[src/rtl/cpu_io_pkg.sv]
// Shared types and widths for the CPU I/O bridge.
package cpu_io_pkg;

    localparam int WORD_W = 16;
    localparam int NIB_W  = 4;

    typedef enum logic {
        IDLE = 1'b0,
        HOLD = 1'b1
    } state_t;

endpackage

[src/rtl/cpu_io_fifo.sv]
// Capture FIFO for CPU output words. The caller gates push so that it never
// overflows and gates pop so that it never underflows. out data reads 0 when empty.
module cpu_io_fifo
    import cpu_io_pkg::*;
#(
    parameter int DEPTH = 4
) (
    input  logic              clk,
    input  logic              reset,
    input  logic              push,
    input  logic [WORD_W-1:0] din,
    input  logic              pop,
    output logic              full,
    output logic              empty,
    output logic [WORD_W-1:0] data
);

    localparam int PW = $clog2(DEPTH);

    logic [WORD_W-1:0] mem [DEPTH];
    logic [PW-1:0]     wr_ptr;
    logic [PW-1:0]     rd_ptr;
    logic [PW:0]       count;

    // Storage array: data only, no reset needed since empty masks the head.
    always_ff @(posedge clk) begin
        if (push) begin
            mem[wr_ptr] <= din;
        end
    end

    // Pointers wrap naturally because DEPTH is a power of two.
    always_ff @(posedge clk or posedge reset) begin
        if (reset) begin
            wr_ptr <= '0;
            rd_ptr <= '0;
            count  <= '0;
        end else begin
            if (push) begin
                wr_ptr <= wr_ptr + PW'(1);
            end
            if (pop) begin
                rd_ptr <= rd_ptr + PW'(1);
            end
            case ({push, pop})
                2'b10:   count <= count + (PW+1)'(1);
                2'b01:   count <= count - (PW+1)'(1);
                default: count <= count;
            endcase
        end
    end

    assign full  = (count == (PW+1)'(DEPTH));
    assign empty = (count == '0);
    assign data  = empty ? '0 : mem[rd_ptr];

endmodule

[src/rtl/cpu_io_bridge.sv]
// Host <-> CPU I/O bridge: paces host nibbles onto the CPU input port and
// captures every change of the CPU output word into a FIFO for the host.
// Optional feature macro: DROP_COUNT_EN adds the saturating drop_count port.
module cpu_io_bridge
    import cpu_io_pkg::*;
#(
    parameter int DEPTH       = 4,
    parameter int HOLD_CYCLES = 2
) (
    input  logic              clk,
    input  logic              reset,
    input  logic              in_valid,
    input  logic [NIB_W-1:0]  in_data,
    output logic              in_ready,
    output logic [NIB_W-1:0]  cpu_inr,
    input  logic [WORD_W-1:0] cpu_outvalue,
    output logic              out_valid,
    output logic [WORD_W-1:0] out_data,
    input  logic              out_ready
`ifdef DROP_COUNT_EN
    ,
    output logic [7:0]        drop_count
`endif
);

    state_t            state;
    state_t            state_nxt;
    logic [3:0]        hold_cnt;
    logic [3:0]        hold_nxt;
    logic [NIB_W-1:0]  inr_nxt;
    logic [WORD_W-1:0] prev;
    logic              capture;
    logic              push;
    logic              pop;
    logic              full;
    logic              empty;

    // Input FSM state, hold counter and sticky CPU input register.
    always_ff @(posedge clk or posedge reset) begin
        if (reset) begin
            state    <= IDLE;
            hold_cnt <= '0;
            cpu_inr  <= '0;
        end else begin
            state    <= state_nxt;
            hold_cnt <= hold_nxt;
            cpu_inr  <= inr_nxt;
        end
    end

    // Accept a nibble in IDLE, then hold it for HOLD_CYCLES cycles.
    always_comb begin
        state_nxt = state;
        hold_nxt  = hold_cnt;
        inr_nxt   = cpu_inr;
        in_ready  = 1'b0;
        case (state)
            IDLE: begin
                in_ready = 1'b1;
                if (in_valid) begin
                    inr_nxt   = in_data;
                    hold_nxt  = 4'(HOLD_CYCLES - 1);
                    state_nxt = HOLD;
                end
            end
            HOLD: begin
                if (hold_cnt == '0) begin
                    state_nxt = IDLE;
                end else begin
                    hold_nxt = hold_cnt - 4'd1;
                end
            end
            default: state_nxt = IDLE;
        endcase
    end

    // Previous CPU output word, for change detection.
    always_ff @(posedge clk or posedge reset) begin
        if (reset) begin
            prev <= '0;
        end else begin
            prev <= cpu_outvalue;
        end
    end

    // A pop frees a slot in the same cycle, so a full FIFO can still take a capture.
    assign capture   = (cpu_outvalue != prev);
    assign out_valid = ~empty;
    assign pop       = out_valid & out_ready;
    assign push      = capture & (~full | pop);

    cpu_io_fifo #(
        .DEPTH (DEPTH)
    ) u_fifo (
        .clk   (clk),
        .reset (reset),
        .push  (push),
        .din   (cpu_outvalue),
        .pop   (pop),
        .full  (full),
        .empty (empty),
        .data  (out_data)
    );

`ifdef DROP_COUNT_EN
    logic drop;
    assign drop = capture & full & ~pop;

    // Saturating count of captures lost to a full FIFO.
    always_ff @(posedge clk or posedge reset) begin
        if (reset) begin
            drop_count <= '0;
        end else if (drop && drop_count != 8'hFF) begin
            drop_count <= drop_count + 8'd1;
        end
    end
`endif

endmodule

[config.mk]
export PLATFORM = sky130hd
export DESIGN_NAME = cpu_io_bridge
export DESIGN_NICKNAME = d
export VERILOG_FILES = /design/src/rtl/cpu_io_pkg.sv /design/src/rtl/cpu_io_fifo.sv /design/src/rtl/cpu_io_bridge.sv
export SDC_FILE = /design/constraint.sdc
export NUM_CORES = 1
export LEC_CHECK = 0
export CORE_UTILIZATION = 50
export CTS_BUF_LIST = sky130_fd_sc_hd__clkbuf_8
export DETAILED_ROUTE_END_ITERATION = 7
export PLACE_DENSITY = 0.75
export SYNTH_ARGS = -nofsm -noshare
export SYNTH_HDL_FRONTEND = slang
export SYNTH_SLANG_ARGS = --single-unit
[constraint.sdc]
create_clock -name clk -period 2.8 [get_ports clk]
set_input_delay 0.56 -clock clk [delete_from_list [all_inputs] [get_ports clk]]
set_output_delay 0.56 -clock clk [all_outputs]
set_load 0.01 [all_outputs]
==> out/qor.yml, run 1 <==
run_status:
  outcome: "finished clean"
timing:
  fin_crit_sh: 0.947
  hold_viol: 0
  relSlewSlack: 0.711
  layout_setup_ws_ns: 0.149
  drv_slew: 0
  finClkSkew_ns: 0.0109
  hold-worst-slack_ns: 0.461
  tightest_slew_ns: 0.434
  setup_viol: 0
  fmax_mhz: 377
  fin_crit_ns: 2.65
  rsz0062_at_grt: "true"
hold_path:
  holdPathEnd: "prev[9]$_DFF_PP0_"
  min_path_cells: 1
  hp-start: "cpu_outvalue[9]"
  hold_class: "in -> reg"
die:
  io-pin-count: 46
  start_util: 0.521
  fp.dieArea_um2: 7960
  num_rows: 31
  coreArea_um2: 7290
  die_width_um: 89.2
  die_y_um: 89.2
grt:
  antenna_found_initial: 0
  grt_overflow: 0
  grt_max_degree: 33
  grt_pass1_vias: 2131
  grt_pass1_wl_um: 10800
  track_usage: 0.194
yosys:
  synth_mux_area_frac: 0.101
  synth.top_cell.area_share: 0.505
  synth_area_um2: 3800
  synth_common_cells: "edfxtp_1, dfrtp_1, and2_1, xnor2_1"
  ys_seq_area_frac: 0.716
  syn_avg_cell_area_um2: 17.4
  synth_compound_area_frac: 0.00625
  yosys_most_used_dff: "edfxtp_1"
  synth_most_common_cell: "edfxtp_1"
  synth_top_area_cell: "edfxtp_1"
  synthXorXnorAreaFrac: 0.0530
  synth-simple-area-share: 0.0770
  synthAdderAreaFrac: 0.0250
  synth-edff-count: 64
  synthTopCellsByArea: "edfxtp_1, dfrtp_1, mux4_2"
  synth.lib_cells_used.distinct: 29
  synth_fp_nets: 250
  synthArstFlopShare: 0.333
  synth_top_family_by_area: "multiplexers"
  yosysWarnings: 0
  synth-seq-cells: 96
  synth_cells: 219
clock_network:
  cts_buffer_depth: 2
  h-tree-depth: 3
  clkTransAtPathRegs_ns: 0.08
  holdBufCountCts: 0
  clkLatencyLatePin_ns: 0.35
  cts_root_buf: "clkbuf_8"
  cts_buffers: 9
  cts_sinks: 96
  cts_tree: "built"
critical_path:
  cp.required_ns: 2.24
  crit_fanout: 14
  slowest_delay_ns: 0.52
  critical_path_class: "reg -> out"
  slowest_stage: "mux4_2"
  cp_cell_sequence: "buf_12, mux4_2, and2_1, clkdlybuf4s50_1"
  startpoint_type: "flop"
  crit-reg2reg-launch: "prev[2]$_DFF_PP0_"
  r2r_cells: 11
  worstPathArrival_ns: 2.09
  reg2reg_setup_slack_ns: 0.46
  worst_setup_path_end_kind: "primary output"
  timing.rr.end: "u_fifo.count[2]$_DFFE_PP0P_"
placement:
  gp_congestion: 0.684
  dp_hpwl_um: 4590
  placedCellCount: 386
  dpl_worst_slack_ns: -0.234
  io_buffers: 45
flow_run:
  maxCapViolCount: 0
detailed_routing:
  ant_nets: 0
  dr.pass1.iters: 4
  vias: 2019
  drtIter0Drc: 128
  viasPerCell: 5.01
  wire_per_inst_um: 16.4
  drt_wl_total_um: 6610
  drc: 0
cells_and_area:
  drive_above_1_share: 0.224
  n_antenna_cell: 0
  fin_cells: 403
  syn2layout_area_growth_pct: 26.8
  nets: 330
  utilization: 0.661
pwr:
  finalPower_mw: 5.29
  p_leak_nw: 1.85
  p_per_area_nw_per_um2: 1100
  ir_worst_vdd_v: 0.000667
what timing repair did:
action,in CTS,in global routing
gates resized for setup,1,4
endpoints found under the setup margin,12,16
setup buffers,1,0
pin swaps,0,2
state kept, by name (all words and copies together), names as in the netlist:
name           flops
prev              16
state              1
u_fifo.wr_ptr      2
cpu_inr            4
hold_cnt           4
u_fifo.rd_ptr      2
u_fifo.count       3
u_fifo.mem        64
power by group:
group          switching [mW]  internal (mW)  leakage (nW)
clock network           0.450          0.532         0.117
logic                   0.939           1.16         0.756
registers               0.170           2.03         0.977
per-stage QoR:
step / TNS (ns) / instance area (µm²)
after floorplan: 0 / 3800
after global placement: -0.179 / 4570
after detailed placement: -0.257 / 4570
after CTS: 0 / 4800
after global routing: -0.0228 / 4820
final: 0 / 4820
routing by layer:
| metal | vias to the layer above | GRT usage | routed length [µm] |
|---|---|---|---|
| met3 | 12 | 0.0397 | 192 |
| li1 | 954 | - | - |
| met4 | 0 | 0.0823 | 136 |
| met2 | 32 | 0.323 | 3490 |
| met1 | 1021 | 0.250 | 2780 |
| met5 | - | 0 | 0 |
how the worst max path moves through the flow:
stage / cells after the start / slack (ns) / endpoint / from
after floorplan: 11 / 0.50 / u_fifo.count[2]$_DFFE_PP0P_ / cpu_outvalue[9]
after global placement: 12 / -0.17 / u_fifo.count[2]$_DFFE_PP0P_ / cpu_outvalue[7]
after detailed placement: 12 / -0.23 / u_fifo.count[2]$_DFFE_PP0P_ / cpu_outvalue[7]
after CTS: 3 / 0.03 / out_data[10] / u_fifo.count[0]$_DFFE_PP0P_
after global routing: 12 / -0.02 / u_fifo.count[2]$_DFFE_PP0P_ / cpu_outvalue[2]
final: 4 / 0.15 / out_data[7] / u_fifo.rd_ptr[0]$_DFFE_PP0P_
kinds of logic after synthesis:
logic type,count (synthesis)
compound gates,4
xor+xnor,23
fa+ha+maj,7
buf+inv,17
flops,96
mux,18
simple gates,54
critical path: cells and delay by family, from the launching register on:
| family | cells | cell delay, ns |
|---|---|---|
| and+or+nand+nor | 1 | 0.17 |
| muxes | 1 | 0.52 |
| buffers and inverters | 2 | 0.65 |
| DFF | 1 | 0.41 |
cell type report:
type / count / area, µm²
Sequential cell: 96 / 2720
Fill cell: 552 / 2470
Multi-Input combinational cell: 106 / 1010
Timing Repair Buffer: 75 / 693
Clock buffer: 10 / 138
Tap cell: 99 / 124
Clock inverter: 6 / 91.3
Inverter: 11 / 41.3
layout by cell type (no fill, tap or decap), types with 6 or more instances in the layout:
| cell | instances |
|---|---|
| clkbuf_8 | 10 |
| dfrtp_1 | 31 |
| nand2_1 | 16 |
| mux4_2 | 16 |
| clkdlybuf4s50_1 | 43 |
| xnor2_1 | 19 |
| and2_1 | 21 |
| edfxtp_1 | 64 |
| buf_4 | 29 |
| inv_1 | 11 |
| ha_1 | 6 |
Note: power is estimated with default switching activity, not from simulation.
==> inputs of run 2 (changes only) <==
--- a/config.mk
+++ b/config.mk
@@ -5,10 +5,12 @@
 export SDC_FILE = /design/constraint.sdc
 export NUM_CORES = 1
 export LEC_CHECK = 0
+export CORE_MARGIN = 8
 export CORE_UTILIZATION = 50
 export CTS_BUF_LIST = sky130_fd_sc_hd__clkbuf_8
 export DETAILED_ROUTE_END_ITERATION = 7
 export PLACE_DENSITY = 0.75
+export SLEW_MARGIN = 25
 export SYNTH_ARGS = -nofsm -noshare
 export SYNTH_HDL_FRONTEND = slang
 export SYNTH_SLANG_ARGS = --single-unit
==> run 2 against run 1 <==
Effect of this change: critical path depth did not move; power rose by 0.57%; register-to-register slack improved by 0.05 ns; global-route usage fell by 5.7 points; maximum frequency fell by 2.4%; non-clock buffer count fell by 4; sequential power barely moved; cell area rose by 0.62%; routed wire length rose by 0.47%; clock-buffer cell count fell by 1; clock skew rose by 0.0022 ns.
==> out/qor.yml, run 2 (synthesis results as in run 1) <==
placement:
  gp_congestion: 0.744  # was 0.684
  placedCellCount: 385  # was 386
  dp_hpwl_um: 4450  # was 4590 µm
  io_buffers: 45  # unchanged
  placed_area_um2: 4590  # was 4570 µm²
critical_path:
  cp_cell_sequence: "clkbuf_16, mux4_2, and2_1, clkdlybuf4s50_1"  # was buf_12, mux4_2, and2_1, clkdlybuf4s50_1
  crit_fanout: 7  # was 14
  startpoint: "u_fifo.rd_ptr[0]$_DFFE_PP0P_"  # unchanged
  slowest_stage: "dfrtp_2"  # was mux4_2
  timing.rr.end: "u_fifo.count[2]$_DFFE_PP0P_"  # unchanged
  worstPathArrival_ns: 2.16  # was 2.09 ns
  worst_setup_path_end_kind: "primary output"  # unchanged
  cp.required_ns: 2.24  # about the same
  r2r_cells: 8  # was 11
  reg2reg_setup_slack_ns: 0.51  # was 0.46 ns
  critPathBufInv: 2  # unchanged
  slowest_delay_ns: 0.48  # was 0.52 ns
  critical-path-top-delay-family: "buffers and inverters"  # unchanged
  critical_path_class: "reg -> out"  # unchanged
  crit-reg2reg-launch: "u_fifo.count[0]$_DFFE_PP0P_"  # was prev[2]$_DFF_PP0_
  startpoint_type: "flop"  # unchanged
timing:
  fmax_mhz: 368  # was 377 MHz
  hold-worst-slack_ns: 0.449  # was 0.461 ns
  relSlewSlack: 0.629  # was 0.711
  finClkSkew_ns: 0.0131  # was 0.0109 ns
  hold_viol: 0  # unchanged
  drv_slew: 0  # unchanged
  tightest_slew_ns: 0.557  # was 0.434 ns
  rsz0062_at_grt: "false"  # was true
  fin_crit_ns: 2.72  # was 2.65 ns
  setup_viol: 0  # unchanged
  fin_crit_sh: 0.971  # was 0.947
cells_and_area:
  final_cell_mix: "edfxtp_1, clkdlybuf4s50_1, dfrtp_1, and2_1, buf_4"  # was edfxtp_1, clkdlybuf4s50_1, dfrtp_1, buf_4, and2_1
  n_antenna_cell: 0  # unchanged
  multi_input_area_um2: 1010  # about the same
  stdcell_area_um2: 4850  # was 4820 µm²
  fin_cells: 402  # was 403
  drive_above_1_share: 0.210  # was 0.224
  top_regs: "u_fifo.mem (64), prev (16)"  # unchanged
  utilization: 0.645  # was 0.661
  ff_latch_area_um2: 2720  # unchanged
  nFillCells: 585  # was 552
  regMostFlops: "u_fifo.mem"  # unchanged
  largest_reg_flops: 64  # unchanged
  syn2layout_area_growth_pct: 27.6  # was 26.8%
  layout_commonest_cell: "edfxtp_1"  # unchanged
  nets: 326  # was 330
detailed_routing:
  drtIter0Drc: 70  # was 128
  dr.pass1.iters: 4  # unchanged
  drc: 0  # unchanged
  viasPerCell: 4.98  # was 5.01
  dr.max_layer_used: "met4"  # unchanged
  drt_wl_total_um: 6640  # was 6610 µm
  wire_per_inst_um: 16.5  # was 16.4 µm
  ant_nets: 0  # unchanged
  vias: 2001  # was 2,019
  wl_met1_um: 2750  # was 2780 µm
  route.met2.wl_um: 3510  # was 3490 µm
  wl_met3_um: 259  # was 192 µm
pwr:
  finalPower_mw: 5.32  # was 5.29 mW
  p_per_area_nw_per_um2: 1100  # about the same
  ir_worst_vdd_v: 0.000560  # was 0.000667 V
  p_leak_nw: 1.84  # was 1.85 nW
die:
  num_rows: 32  # was 31
  die_width_um: 103  # was 89.2 µm
  io-pin-count: 46  # unchanged
  die_y_um: 103  # was 89.2 µm
  coreArea_um2: 7530  # was 7290 µm²
  start_util: 0.505  # was 0.521
  fp.dieArea_um2: 10700  # was 7960 µm²
clock_network:
  cts_buffers: 9  # unchanged
  clkTransAtPathRegs_ns: 0.09  # was 0.08 ns
  cts_sinks: 96  # unchanged
  h-tree-depth: 3  # unchanged
  clkLatencyLatePin_ns: 0.36  # was 0.35 ns
  cts_root_buf: "clkbuf_8"  # unchanged
  holdBufCountCts: 0  # unchanged
  cts_buffer_depth: 2  # unchanged
  cts_tree: "built"  # unchanged
grt:
  track_usage: 0.137  # was 0.194
  antenna_found_initial: 0  # unchanged
  grt_max_degree: 33  # unchanged
  grt_pass1_vias: 2144  # was 2,131
  grt_overflow: 0  # unchanged
  grt_pass1_wl_um: 10400  # was 10,800 µm
flow_run:
  maxCapViolCount: 0  # unchanged
hold_path:
  min_path_cells: 1  # unchanged
  hold_class: "in -> reg"  # unchanged
  holdPathEnd: "prev[9]$_DFF_PP0_"  # unchanged
  hp-start: "cpu_outvalue[9]"  # unchanged
run_status:
  outcome: "finished clean"  # unchanged
-- run 2: how the worst max path moves through the flow --
stage,depth (start not counted),slack [ns],end
after CTS,4,0.05,out_data[13]
after floorplan,11,0.50,u_fifo.count[2]$_DFFE_PP0P_
after detailed placement,12,-0.22,u_fifo.count[2]$_DFFE_PP0P_
final,4,0.08,out_data[12]
after global placement,12,-0.1,u_fifo.count[2]$_DFFE_PP0P_
after global routing,3,0.007,out_data[7]
-- run 2: timing repair --
| action | CTS | global route |
|---|---|---|
| endpoints found under the setup margin | 5 | 2 |
| gates cloned | 0 | 1 |
| pin swaps | 0 | 0 |
| setup buffers | 0 | 0 |
| gates resized for setup | 1 | 3 |
-- run 2: cell type report --
cell class	instances	share of cell area
clock inverters	7	0.0193
flip-flops and latches	96	0.561
clock buffers	9	0.0255
multi-input cells	106	0.209
repair buffers	71	0.150
well taps	102	0.0263
inverters	11	0.00851
-- run 2: per-stage QoR --
| stage | setup TNS [ns] | worst slack, ns |
|---|---|---|
| 5_1_grt | 0 | 0.00705 |
| 3_5_place_dp | -0.218 | -0.218 |
| 4_1_cts | 0 | 0.0523 |
| 6_report | 0 | 0.0823 |
| 3_3_place_gp | -0.0992 | -0.0992 |
| 2_1_floorplan | 0 | 0.501 |
-- run 2: where the power goes --
group          total, mW  switching [mW]  internal [mW]  leakage, nW
clock network      0.960           0.457          0.503        0.107
registers           2.22           0.188           2.03        0.977
logic               2.14           0.918           1.22        0.752
-- run 2: layer usage --
layer,track usage,up-vias
li1,-,948
met1,0.151,1015
met2,0.240,30
met3,0.0301,8
met4,0.0768,0
met5,0,-
